[src/rtl/w_handler_param.sv]
// w_handler_param: write-clock-domain pointer handler for the async FIFO.
// Owns the binary and Gray write pointers, synchronizes the incoming Gray
// read pointer, and reports full, almost_full and the write-side fill level.
// Optional overflow tracking (sticky flag plus saturating drop counter) is
// built when the macro WH_OVERFLOW_EN is defined; otherwise both outputs are 0.
module w_handler_param #(
  parameter int ADDR_WIDTH    = 3,
  parameter int SYNC_STAGES   = 2,
  parameter int OVF_CNT_WIDTH = 8
) (
  input  logic                     wclk,
  input  logic                     wrst_n,
  input  logic                     wr,
  input  logic [ADDR_WIDTH:0]      g_rptr_async,
  input  logic [ADDR_WIDTH:0]      afull_thresh,
  input  logic                     clr_ovf,
  output logic [ADDR_WIDTH-1:0]    waddr,
  output logic                     wen,
  output logic [ADDR_WIDTH:0]      g_wptr,
  output logic                     full,
  output logic                     almost_full,
  output logic [ADDR_WIDTH:0]      wlevel,
  output logic                     overflow,
  output logic [OVF_CNT_WIDTH-1:0] ovf_cnt
);

  localparam int PW = ADDR_WIDTH + 1;

  logic [PW-1:0] b_wptr;
  logic [PW-1:0] b_wptr_next;
  logic [PW-1:0] b_rptr_sync;
  logic [PW-1:0] rptr_sync_q [SYNC_STAGES];

  function automatic logic [PW-1:0] bin2gray(input logic [PW-1:0] b);
    return b ^ (b >> 1);
  endfunction

  function automatic logic [PW-1:0] gray2bin(input logic [PW-1:0] g);
    logic [PW-1:0] b;
    b[PW-1] = g[PW-1];
    for (int i = PW - 2; i >= 0; i--) begin
      b[i] = b[i+1] ^ g[i];
    end
    return b;
  endfunction

  assign wen         = wr & ~full;
  assign waddr       = b_wptr[ADDR_WIDTH-1:0];
  assign b_wptr_next = b_wptr + PW'(wen);

  // Write pointer pair; Gray copy is registered from the next binary value so it never glitches
  always_ff @(posedge wclk or negedge wrst_n) begin
    if (!wrst_n) begin
      b_wptr <= '0;
      g_wptr <= '0;
    end else begin
      b_wptr <= b_wptr_next;
      g_wptr <= bin2gray(b_wptr_next);
    end
  end

  // Read-pointer synchronizer chain; only the Gray code crosses, so a single bit changes per step
  always_ff @(posedge wclk or negedge wrst_n) begin
    if (!wrst_n) begin
      for (int i = 0; i < SYNC_STAGES; i++) rptr_sync_q[i] <= '0;
    end else begin
      rptr_sync_q[0] <= g_rptr_async;
      for (int i = 1; i < SYNC_STAGES; i++) rptr_sync_q[i] <= rptr_sync_q[i-1];
    end
  end

  assign b_rptr_sync = gray2bin(rptr_sync_q[SYNC_STAGES-1]);

  // Stale read pointer can only lag, so the level can only over-report
  assign wlevel      = b_wptr - b_rptr_sync;
  assign full        = (b_wptr[PW-1] != b_rptr_sync[PW-1]) &&
                       (b_wptr[ADDR_WIDTH-1:0] == b_rptr_sync[ADDR_WIDTH-1:0]);
  assign almost_full = (wlevel >= afull_thresh);

`ifdef WH_OVERFLOW_EN
  logic ovf_evt;
  assign ovf_evt = wr & full;

  // Sticky flag and saturating counter; a drop on the clearing edge restarts the count at 1
  always_ff @(posedge wclk or negedge wrst_n) begin
    if (!wrst_n) begin
      overflow <= 1'b0;
      ovf_cnt  <= '0;
    end else if (ovf_evt) begin
      overflow <= 1'b1;
      if (clr_ovf)
        ovf_cnt <= OVF_CNT_WIDTH'(1);
      else if (ovf_cnt != '1)
        ovf_cnt <= ovf_cnt + OVF_CNT_WIDTH'(1);
    end else if (clr_ovf) begin
      overflow <= 1'b0;
      ovf_cnt  <= '0;
    end
  end
`else
  logic unused_clr_ovf;
  assign unused_clr_ovf = clr_ovf;
  assign overflow       = 1'b0;
  assign ovf_cnt        = '0;
`endif

endmodule
[config.mk]
export PLATFORM = sky130hd
export DESIGN_NAME = w_handler_param
export DESIGN_NICKNAME = d
export VERILOG_FILES = /design/src/rtl/w_handler_param.sv
export SDC_FILE = /design/constraint.sdc
export NUM_CORES = 1
export LEC_CHECK = 0
export CAP_MARGIN = 0
export CORE_MARGIN = 2
export CORE_UTILIZATION = 35
export DETAILED_ROUTE_END_ITERATION = 16
export GPL_TIMING_DRIVEN = 0
export HOLD_SLACK_MARGIN = 0.05
export PLACE_DENSITY = 0.75
export REMOVE_ABC_BUFFERS = 1
export SYNTH_ARGS = -nofsm -noshare
export SYNTH_HDL_FRONTEND = slang
export SYNTH_SLANG_ARGS = --single-unit
[constraint.sdc]
create_clock -name wclk -period 6.1 [get_ports wclk]
set_clock_uncertainty 0.15 [all_clocks]
set_input_delay 1.22 -clock wclk [delete_from_list [all_inputs] [get_ports wclk]]
set_output_delay 1.22 -clock wclk [all_outputs]
set_load 0.01 [all_outputs]
==> results of run 1 <==
## state kept, by name, indices dropped and copies added, names as in the netlist
name / count
b_wptr: 4
g_wptr: 3
rptr_sync_q: 7
b_rptr_sync: 1
## Yosys cell counts
cell / n / area [um2]
nor3_1: 1 / 5.00
o21ai_0: 2 / 10.0
buf_4: 9 / 67.6
a21oi_1: 4 / 20.0
xnor2_1: 6 / 52.6
ha_1: 9 / 113
inv_1: 8 / 30.0
nand2_1: 3 / 11.3
nand2b_1: 1 / 6.26
nand3_1: 1 / 5.00
xor2_2: 1 / 16.3
dfrtp_1: 15 / 375
nor2b_1: 1 / 6.26
xor2_1: 4 / 35.0
fa_1: 1 / 20.0
xnor2_2: 1 / 16.3
conb_1: 1 / 3.75
## cell families (layout without fill, tap and decap cells)
group	count (synthesis)	after routing	share of synthesized area
other cells	1	9	0.00473
buf+inv	17	36	0.123
compound gates	6	6	0.0379
xor+xnor	12	12	0.151
flops	15	15	0.473
simple gates	7	7	0.0426
fa+ha+maj	10	10	0.167
## power breakdown
group          switching (mW)  internal [mW]
Sequential             0.0273          0.128
Combinational           0.152          0.190
Clock                  0.0290         0.0243
Total                   0.208          0.343
## through the flow
step,utilization,power (mW)
floorplan,-,0.335
global placement,0.475,0.493
detailed placement,0.475,0.503
CTS,0.488,0.560
global route,0.488,0.607
finish,0.488,0.551
## per-layer routing
metal  wire, um  up-vias  GRT usage
li1           -      250          -
met1        497      228      0.115
met2        574       28      0.182
met3        112        0     0.0230
met4          0        0     0.0702
met5          0        -          0
## how the worst max path moves through the flow
stage / from / to / slack (ns) / cells after the start
final: b_rptr_sync[3]$_DFF_PN0_ / almost_full / 1.73 / 10
after global routing: b_rptr_sync[3]$_DFF_PN0_ / almost_full / 1.47 / 10
after CTS: b_rptr_sync[3]$_DFF_PN0_ / almost_full / 1.69 / 10
after detailed placement: afull_thresh[0] / almost_full / 1.97 / 6
after global placement: afull_thresh[0] / almost_full / 1.98 / 6
after floorplan: b_rptr_sync[3]$_DFF_PN0_ / almost_full / 2.48 / 9
## layout make-up
class	count	area, um2
clock buffer	3	22.5
clock inverter	1	5.00
fill	201	1110
inverter	8	30.0
multi-input combinational	44	350
sequential	15	375
tap	28	35.0
timing repair buffer	24	240
## worst max-delay path, stage by stage (launching register included)
cell and delay (ns):
dfrtp_1 0.42, xnor2_2 0.23, xor2_2 0.23, xnor2_1 0.10
ha_1 0.21, fa_1 0.38, xnor2_1 0.16, ha_1 0.28
nand2_1 0.04, o21ai_0 0.13, clkdlybuf4s50_1 0.55
==> run_results.csv, run 1 <==
group,metric,value,unit
run_status,status,"finished, final reports clean",
layout,final_common_cell,"clkdlybuf4s50_1",
floorplan,coreArea,2170,um2
logic_synthesis,yosysSeqAreaShare,0.473,
floorplan,die_x,51.6,um
layout,final_net_count,118,
grt,antenna_found_initial,0,
floorplan,start_util,0.366,
setup_path,required,4.73,ns
floorplan,die_h,51.6,um
power,leakagePower,0.500,nW
setup_path,r2r_slack,3.43,ns
clock_network,root_buffer,"clkbuf_4",
timing,setup_violations,0,
timing,period_minus_slack,4.37,ns
placed_design,place_ws,1.97,ns
clock_network,cts_resized,0,
hold_path,holdPathEnd,"rptr_sync_q[0]$_DFF_PN0_",
hold_path,min-delay-start,"rptr_sync_q[4]$_DFF_PN0_",
setup_path,arrival,3.00,ns
setup_path,reg2reg_from,"b_rptr_sync[3]$_DFF_PN0_",
clock_network,cts_setup_buffers,0,
layout,drive_gt1_frac,0.0632,
timing,fin_ws,1.73,ns
clock_network,cts_sinks,15,
logic_synthesis,syn_inst,68,
detailed_routing,vias,506,
timing,clock.fmax,0.229,GHz
detailed_routing,wl,1180,um
timing,slew_headroom,0.590,
power,peakVddDrop,0.292,mV
setup_path,reg2reg_to,"g_wptr[0]$_DFF_PN0_",
logic_synthesis,synth_cell_type_count,17,
placed_design,gp_congestion,0.661,
floorplan,die_area,2660,um2
detailed_routing,route.detailed.drc,0,
grt,overflow,0,
hold_path,holdPathStages,0,
grt,grt_pass1_wl,2080,um
hold_path,hold_class,"reg -> reg",
logic_synthesis,synth-seq-cells,15,
flow_run,maxCapViolations,0,
detailed_routing,post_drt_wl_per_cell,9.63,um
timing,hold_violations,0,
timing,whs,0.204,ns
placed_design,hpwl,967,um
setup_path,ff2ff_path_depth,10,
setup_path,crit_fanout,3,
logic_synthesis,synth.cell_area,793,um2
setup_path,worstSetupPathType,"reg -> out",
clock_network,clkSlewWorstSetupHoldPaths,0.08,ns
layout,design_area,1060,um2
grt,grt_usage,0.105,
detailed_routing,viasPerCell,4.11,
timing,rsz0062_at_grt,"false",
clock_network,cts_tree,"built",
power,cellPowerDensity,520,nW/um2
clock_network,h-tree-depth,1,
timing,finalMaxSlewViolations,0,
clock_network,ctsHoldBuffers,0,
clock_network,numCtsBuffers,3,
placed_design,io_buffers,24,
grt,grt_max_degree,16,
grt,grt_pass1_vias,538,
placed_design,placed_cells,119,
logic_synthesis,syn_area_per_cell,11.7,um2
floorplan,num_io_pins,35,
layout,area_delta_synth_final,33.4,%
detailed_routing,drt-initial-drc-count,4,
detailed_routing,drtPass1Iterations,4,
layout,final_cell_mix,"24 x clkdlybuf4s50_1, 15 x dfrtp_1, 9 x ha_1, 9 x conb_1, 8 x inv_1",
clock_network,cts_buffer_depth,2,
layout,antenna_cells,0,
timing,worst_pin_slew,0.614,ns
setup_path,endpoint_kind,"output pin",
clock_network,insertion_delay,0.27,ns
detailed_routing,antenna_left,0,
logic_synthesis,yosysWarningCount,0,
timing,tns,0,ns
layout,final_cells,123,
timing,min_period_over_period,0.717,
setup_path,critPathLaunchType,"register",
floorplan,rows,17,
placed_design,postPlaceCellArea,1030,um2
No activity file was read; power rests on OpenSTA's default activity.
==> run 2: changes to the inputs <==
==> constraint.sdc (replaced) <==
create_clock -name wclk -period 4.24 [get_ports wclk]
set_clock_uncertainty 0.15 [all_clocks]
set_input_delay 0.848 -clock wclk [delete_from_list [all_inputs] [get_ports wclk]]
set_output_delay 0.848 -clock wclk [all_outputs]
set_load 0.01 [all_outputs]
==> run 2 against run 1 <==
Sequential power increased by 43%. Total power increased by 44%. Non-clock buffer count increased by 2. Wire length decreased by 0.59%. Worst setup slack got worse by 1.5 ns. First-iteration DRC count decreased by 25%. Critical path depth unchanged.
==> run_results.csv, run 2 (synthesized netlist as in run 1, its figures left out) <==
group,metric,value,unit
detailed_routing,wl,1180,um
layout,final_net_count,120,
timing,worst_pin_slew,0.618,ns
layout,top_register,"rptr_sync_q",
setup_path,crit_family,"adder cells",
setup_path,required,3.24,ns
setup_path,cp_cell_sequence,"xnor2_2 > xor2_2 > xnor2_1 > ha_1 > fa_1 > xnor2_1 > ha_1 > nand2_1 > o21ai_0 > clkdlybuf4s50_1",
setup_path,critPathLaunchType,"register",
setup_path,arrival,3.00,ns
clock_network,cts_sinks,15,
grt,antenna_found_initial,0,
grt,grt_pass1_vias,538,
run_status,status,"finished, final reports clean",
layout,drive_gt1_frac,0.0825,
clock_network,numCtsBuffers,3,
hold_path,hold_class,"reg -> reg",
power,leakagePower,0.510,nW
floorplan,rows,17,
layout,nFillCells,200,
setup_path,path_buf_inv,1,
layout,area_delta_synth_final,35.3,%
floorplan,coreArea,2170,um2
grt,overflow,0,
floorplan,die_area,2660,um2
timing,period_minus_slack,3.99,ns
power,peakVddDrop,0.438,mV
placed_design,placed_cells,119,
detailed_routing,antenna_left,0,
floorplan,num_io_pins,35,
floorplan,die_x,51.6,um
timing,slew_headroom,0.587,
clock_network,ctsHoldBuffers,0,
timing,rsz0062_at_grt,"false",
detailed_routing,drt-initial-drc-count,3,
layout,final_cell_mix,"24 x clkdlybuf4s50_1, 15 x dfrtp_1, 9 x ha_1, 9 x conb_1, 8 x inv_1",
clock_network,cts_buffer_depth,2,
detailed_routing,drtPass1Iterations,4,
setup_path,cpMaxStageDelayCell,"clkdlybuf4s50_1",
layout,largest_register_ffs,7,
placed_design,io_buffers,24,
grt,grt_pass1_wl,2080,um
flow_run,maxCapViolations,0,
grt,grt_usage,0.105,
setup_path,cp_slowest_stage_delay,0.55,ns
clock_network,root_buffer,"clkbuf_4",
clock_network,cts_tree,"built",
placed_design,gp_congestion,0.661,
layout,final_common_cell,"clkdlybuf4s50_1",
detailed_routing,route.detailed.drc,0,
timing,hold_violations,0,
setup_path,crit_fanout,3,
power,cellPowerDensity,741,nW/um2
layout,final_cells,125,
grt,grt_max_degree,16,
detailed_routing,post_drt_wl_per_cell,9.42,um
timing,min_period_over_period,0.942,
timing,tns,0,ns
layout,antenna_cells,0,
detailed_routing,viasPerCell,4.12,
clock_network,h-tree-depth,1,
setup_path,worstSetupPathType,"reg -> out",
timing,finalMaxSlewViolations,0,
clock_network,insertion_delay,0.27,ns
detailed_routing,vias,515,
timing,clock.fmax,0.250,GHz
floorplan,die_h,51.6,um
timing,setup_violations,0,
clock_network,clkSlewWorstSetupHoldPaths,0.09,ns
placed_design,hpwl,967,um
power,power,795,uW
floorplan,start_util,0.366,
setup_path,endpoint_kind,"output pin",
layout,reg_top3,"rptr_sync_q x7, b_wptr x4, g_wptr x3",
==> run 2: final cells by class <==
class	instances	area, um2	share of cell area
sequential	15	375	0.350
multi-input combinational	44	350	0.326
timing repair buffer	26	255	0.238
tap	28	35.0	0.0326
inverter	8	30.0	0.0280
clock buffer	3	22.5	0.0210
clock inverter	1	5.00	0.00466
==> run 2: through the flow <==
stage	worst slack, ns	util	hold WS [ns]	instance area (um2)
global route	0.00484	0.495	0.211	1070
finish	0.246	0.495	0.204	1070
floorplan	0.988	-	0.181	756
global placement	0.549	0.475	0.185	1030
CTS	0.205	0.488	0.205	1060
detailed placement	0.518	0.475	0.186	1030
==> run 2: worst paths after layout <==
check	endpoint	startpoint	slack, ns	depth (start not counted)
max in group asynchronous	b_wptr[2]$_DFF_PN0_	wrst_n	2.74	1
setup reg to reg	g_wptr[0]$_DFF_PN0_	b_rptr_sync[3]$_DFF_PN0_	1.61	10
hold reg to reg	rptr_sync_q[0]$_DFF_PN0_	rptr_sync_q[4]$_DFF_PN0_	0.20	0
setup / recovery	almost_full	b_rptr_sync[3]$_DFF_PN0_	0.25	10
min in group asynchronous	rptr_sync_q[5]$_DFF_PN0_	wrst_n	0.80	1
hold / removal	rptr_sync_q[0]$_DFF_PN0_	rptr_sync_q[4]$_DFF_PN0_	0.20	0
==> run 2: report_power, final <==
part	internal (mW)	total, mW	switching, mW
Combinational	0.277	0.495	0.218
Sequential	0.185	0.223	0.0384
Clock	0.0349	0.0769	0.0420
==> run 2: per-layer routing <==
layer	share of wire	wire, um	global-route usage
met1	0.40	472	0.115
met2	0.50	591	0.182
met3	0.097	114	0.0230
met4	0	0	0.0702
met5	0	0	0
==> run 2: timing repair <==
item,CTS,global route
resized for setup,0,0
setup buffers,0,2
endpoints found under the setup margin,0,1
==> run 3: changes to the inputs <==
--- a/config.mk
+++ b/config.mk
@@ -9,9 +9,10 @@
 export CORE_MARGIN = 2
 export CORE_UTILIZATION = 35
 export DETAILED_ROUTE_END_ITERATION = 16
+export DONT_BUFFER_PORTS = 1
 export GPL_TIMING_DRIVEN = 0
 export HOLD_SLACK_MARGIN = 0.05
-export PLACE_DENSITY = 0.75
+export PLACE_DENSITY = 0.55
 export REMOVE_ABC_BUFFERS = 1
 export SYNTH_ARGS = -nofsm -noshare
 export SYNTH_HDL_FRONTEND = slang
==> run 3 against run 2 <==
Worst setup slack gained 0.29 ns. Sequential power grew 9.9%. Count of clock-buffer cells in the layout grew 1. Critical endpoint unchanged.
==> run_results.csv, run 3 (synthesized netlist as in run 1, its figures left out) <==
group,metric,value,unit
setup_path,endpoint_kind,"output pin",
timing,hold_violations,0,
grt,grt_pass1_vias,405,
timing,clock.fmax,0.270,GHz
power,leakagePower,0.404,nW
timing,tns,0,ns
layout,drive_gt1_frac,0.0704,
detailed_routing,wl_met3,137,um
layout,largest_register_ffs,7,
layout,final_common_cell,"dfrtp_1",
detailed_routing,post_drt_wl_per_cell,10.4,um
timing,min_period_over_period,0.874,
layout,antenna_cells,0,
grt,grt_max_degree,16,
clock_network,cts_setup_buffers,0,
clock_network,cts_tree,"built",
timing,period_minus_slack,3.71,ns
clock_network,cts_resized,0,
detailed_routing,wl_met1,435,um
setup_path,worstSetupPathType,"reg -> out",
layout,final_cell_mix,"15 x dfrtp_1, 9 x ha_1, 9 x conb_1, 8 x inv_1, 6 x xnor2_1",
clock_network,clkSlewWorstSetupHoldPaths,0.08,ns
floorplan,rows,17,
power,power,604,uW
detailed_routing,vias,424,
layout,final_net_count,94,
setup_path,reg2reg_to,"g_wptr[1]$_DFF_PN0_",
clock_network,cts_sinks,15,
power,peakVddDrop,0.386,mV
setup_path,required,3.24,ns
timing,slew_headroom,0.642,
detailed_routing,wl,1030,um
grt,grt_usage,0.0948,
setup_path,reg2reg_from,"b_rptr_sync[3]$_DFF_PN0_",
run_status,status,"finished, final reports clean",
detailed_routing,antenna_left,0,
floorplan,die_area,2660,um2
detailed_routing,top_layer_used,"met4",
detailed_routing,wl_met2,453,um
grt,overflow,0,
timing,whs,0.113,ns
flow_run,maxCapViolations,0,
placed_design,hpwl,873,um
timing,setup_violations,0,
clock_network,ctsHoldBuffers,0,
timing,rsz0062_at_grt,"false",
grt,grt_pass1_wl,1750,um
hold_path,hold_class,"in -> async",
clock_network,insertion_delay,0.27,ns
floorplan,coreArea,2170,um2
setup_path,r2r_slack,1.28,ns
timing,finalMaxSlewViolations,0,
floorplan,die_x,51.6,um
detailed_routing,drt-initial-drc-count,1,
setup_path,arrival,2.71,ns
power,cellPowerDensity,740,nW/um2
layout,top_register,"rptr_sync_q",
floorplan,die_h,51.6,um
placed_design,io_buffers,0,
layout,nFillCells,218,
clock_network,numCtsBuffers,3,
detailed_routing,route.detailed.drc,0,
placed_design,gp_congestion,0.735,
floorplan,num_io_pins,35,
grt,antenna_found_initial,0,
layout,area_delta_synth_final,3.00,%
setup_path,ff2ff_path_depth,10,
setup_path,critPathLaunchType,"register",
setup_path,crit_fanout,3,
clock_network,root_buffer,"clkbuf_4",
clock_network,h-tree-depth,1,
detailed_routing,viasPerCell,4.28,
floorplan,start_util,0.366,
layout,reg_top3,"rptr_sync_q x7, b_wptr x4, g_wptr x3",
timing,worst_pin_slew,0.533,ns
detailed_routing,drtPass1Iterations,2,
clock_network,cts_buffer_depth,2,
[run 3: changes by cell type in the layout (fill, tap and decap cells not counted), sizes merged]
cell	before	now
clkbuf	3	4
clkinv	1	0
buf	2	0
clkdlybuf4s50	24	0
[run 3: area by class of cell]
cell class	count	area (um2)	area share
inverters	8	30.0	0.0368
multi-input cells	44	350	0.429
well taps	28	35.0	0.0429
flip-flops and latches	15	375	0.459
clock buffers	4	26.3	0.0322
[run 3: how the worst max path moves through the flow]
stage / depth (start not counted) / start / to / slack, ns
finish: 9 / b_rptr_sync[3]$_DFF_PN0_ / almost_full / 0.53
global route: 9 / b_rptr_sync[3]$_DFF_PN0_ / almost_full / 0.32
CTS: 9 / b_rptr_sync[3]$_DFF_PN0_ / almost_full / 0.47
detailed placement: 9 / b_rptr_sync[3]$_DFF_PN0_ / almost_full / 0.78
global placement: 9 / b_rptr_sync[3]$_DFF_PN0_ / almost_full / 0.83
floorplan: 9 / b_rptr_sync[3]$_DFF_PN0_ / almost_full / 0.99
[run 3: worst max-delay path, stage by stage (launching register included)]
cell and delay, ns:
dfrtp_1 0.42, xnor2_2 0.23, xor2_2 0.22, xnor2_1 0.09, ha_1 0.20, fa_1 0.38, xnor2_1 0.37, ha_1 0.19
nand2_1 0.04, o21ai_0 0.30
[run 3: stage by stage]
stage,utilization,instances,setup WS [ns],instance area [um2]
after floorplan,-,67,0.988,756
after global routing,0.377,99,0.318,817
after detailed placement,0.364,95,0.780,791
after CTS,0.377,99,0.473,817
after global placement,0.364,95,0.830,791
final,0.377,99,0.535,817
[run 3: power breakdown]
group	total, mW	switching, mW	internal (mW)
clock network	0.0755	0.0391	0.0364
logic	0.283	0.171	0.113
registers	0.245	0.0603	0.185
[run 3: layer usage]
metal	up-vias	GRT usage
met4	0	0.0789
met1	196	0.109
met3	2	0.0345
met5	-	0
met2	28	0.139
li1	198	-
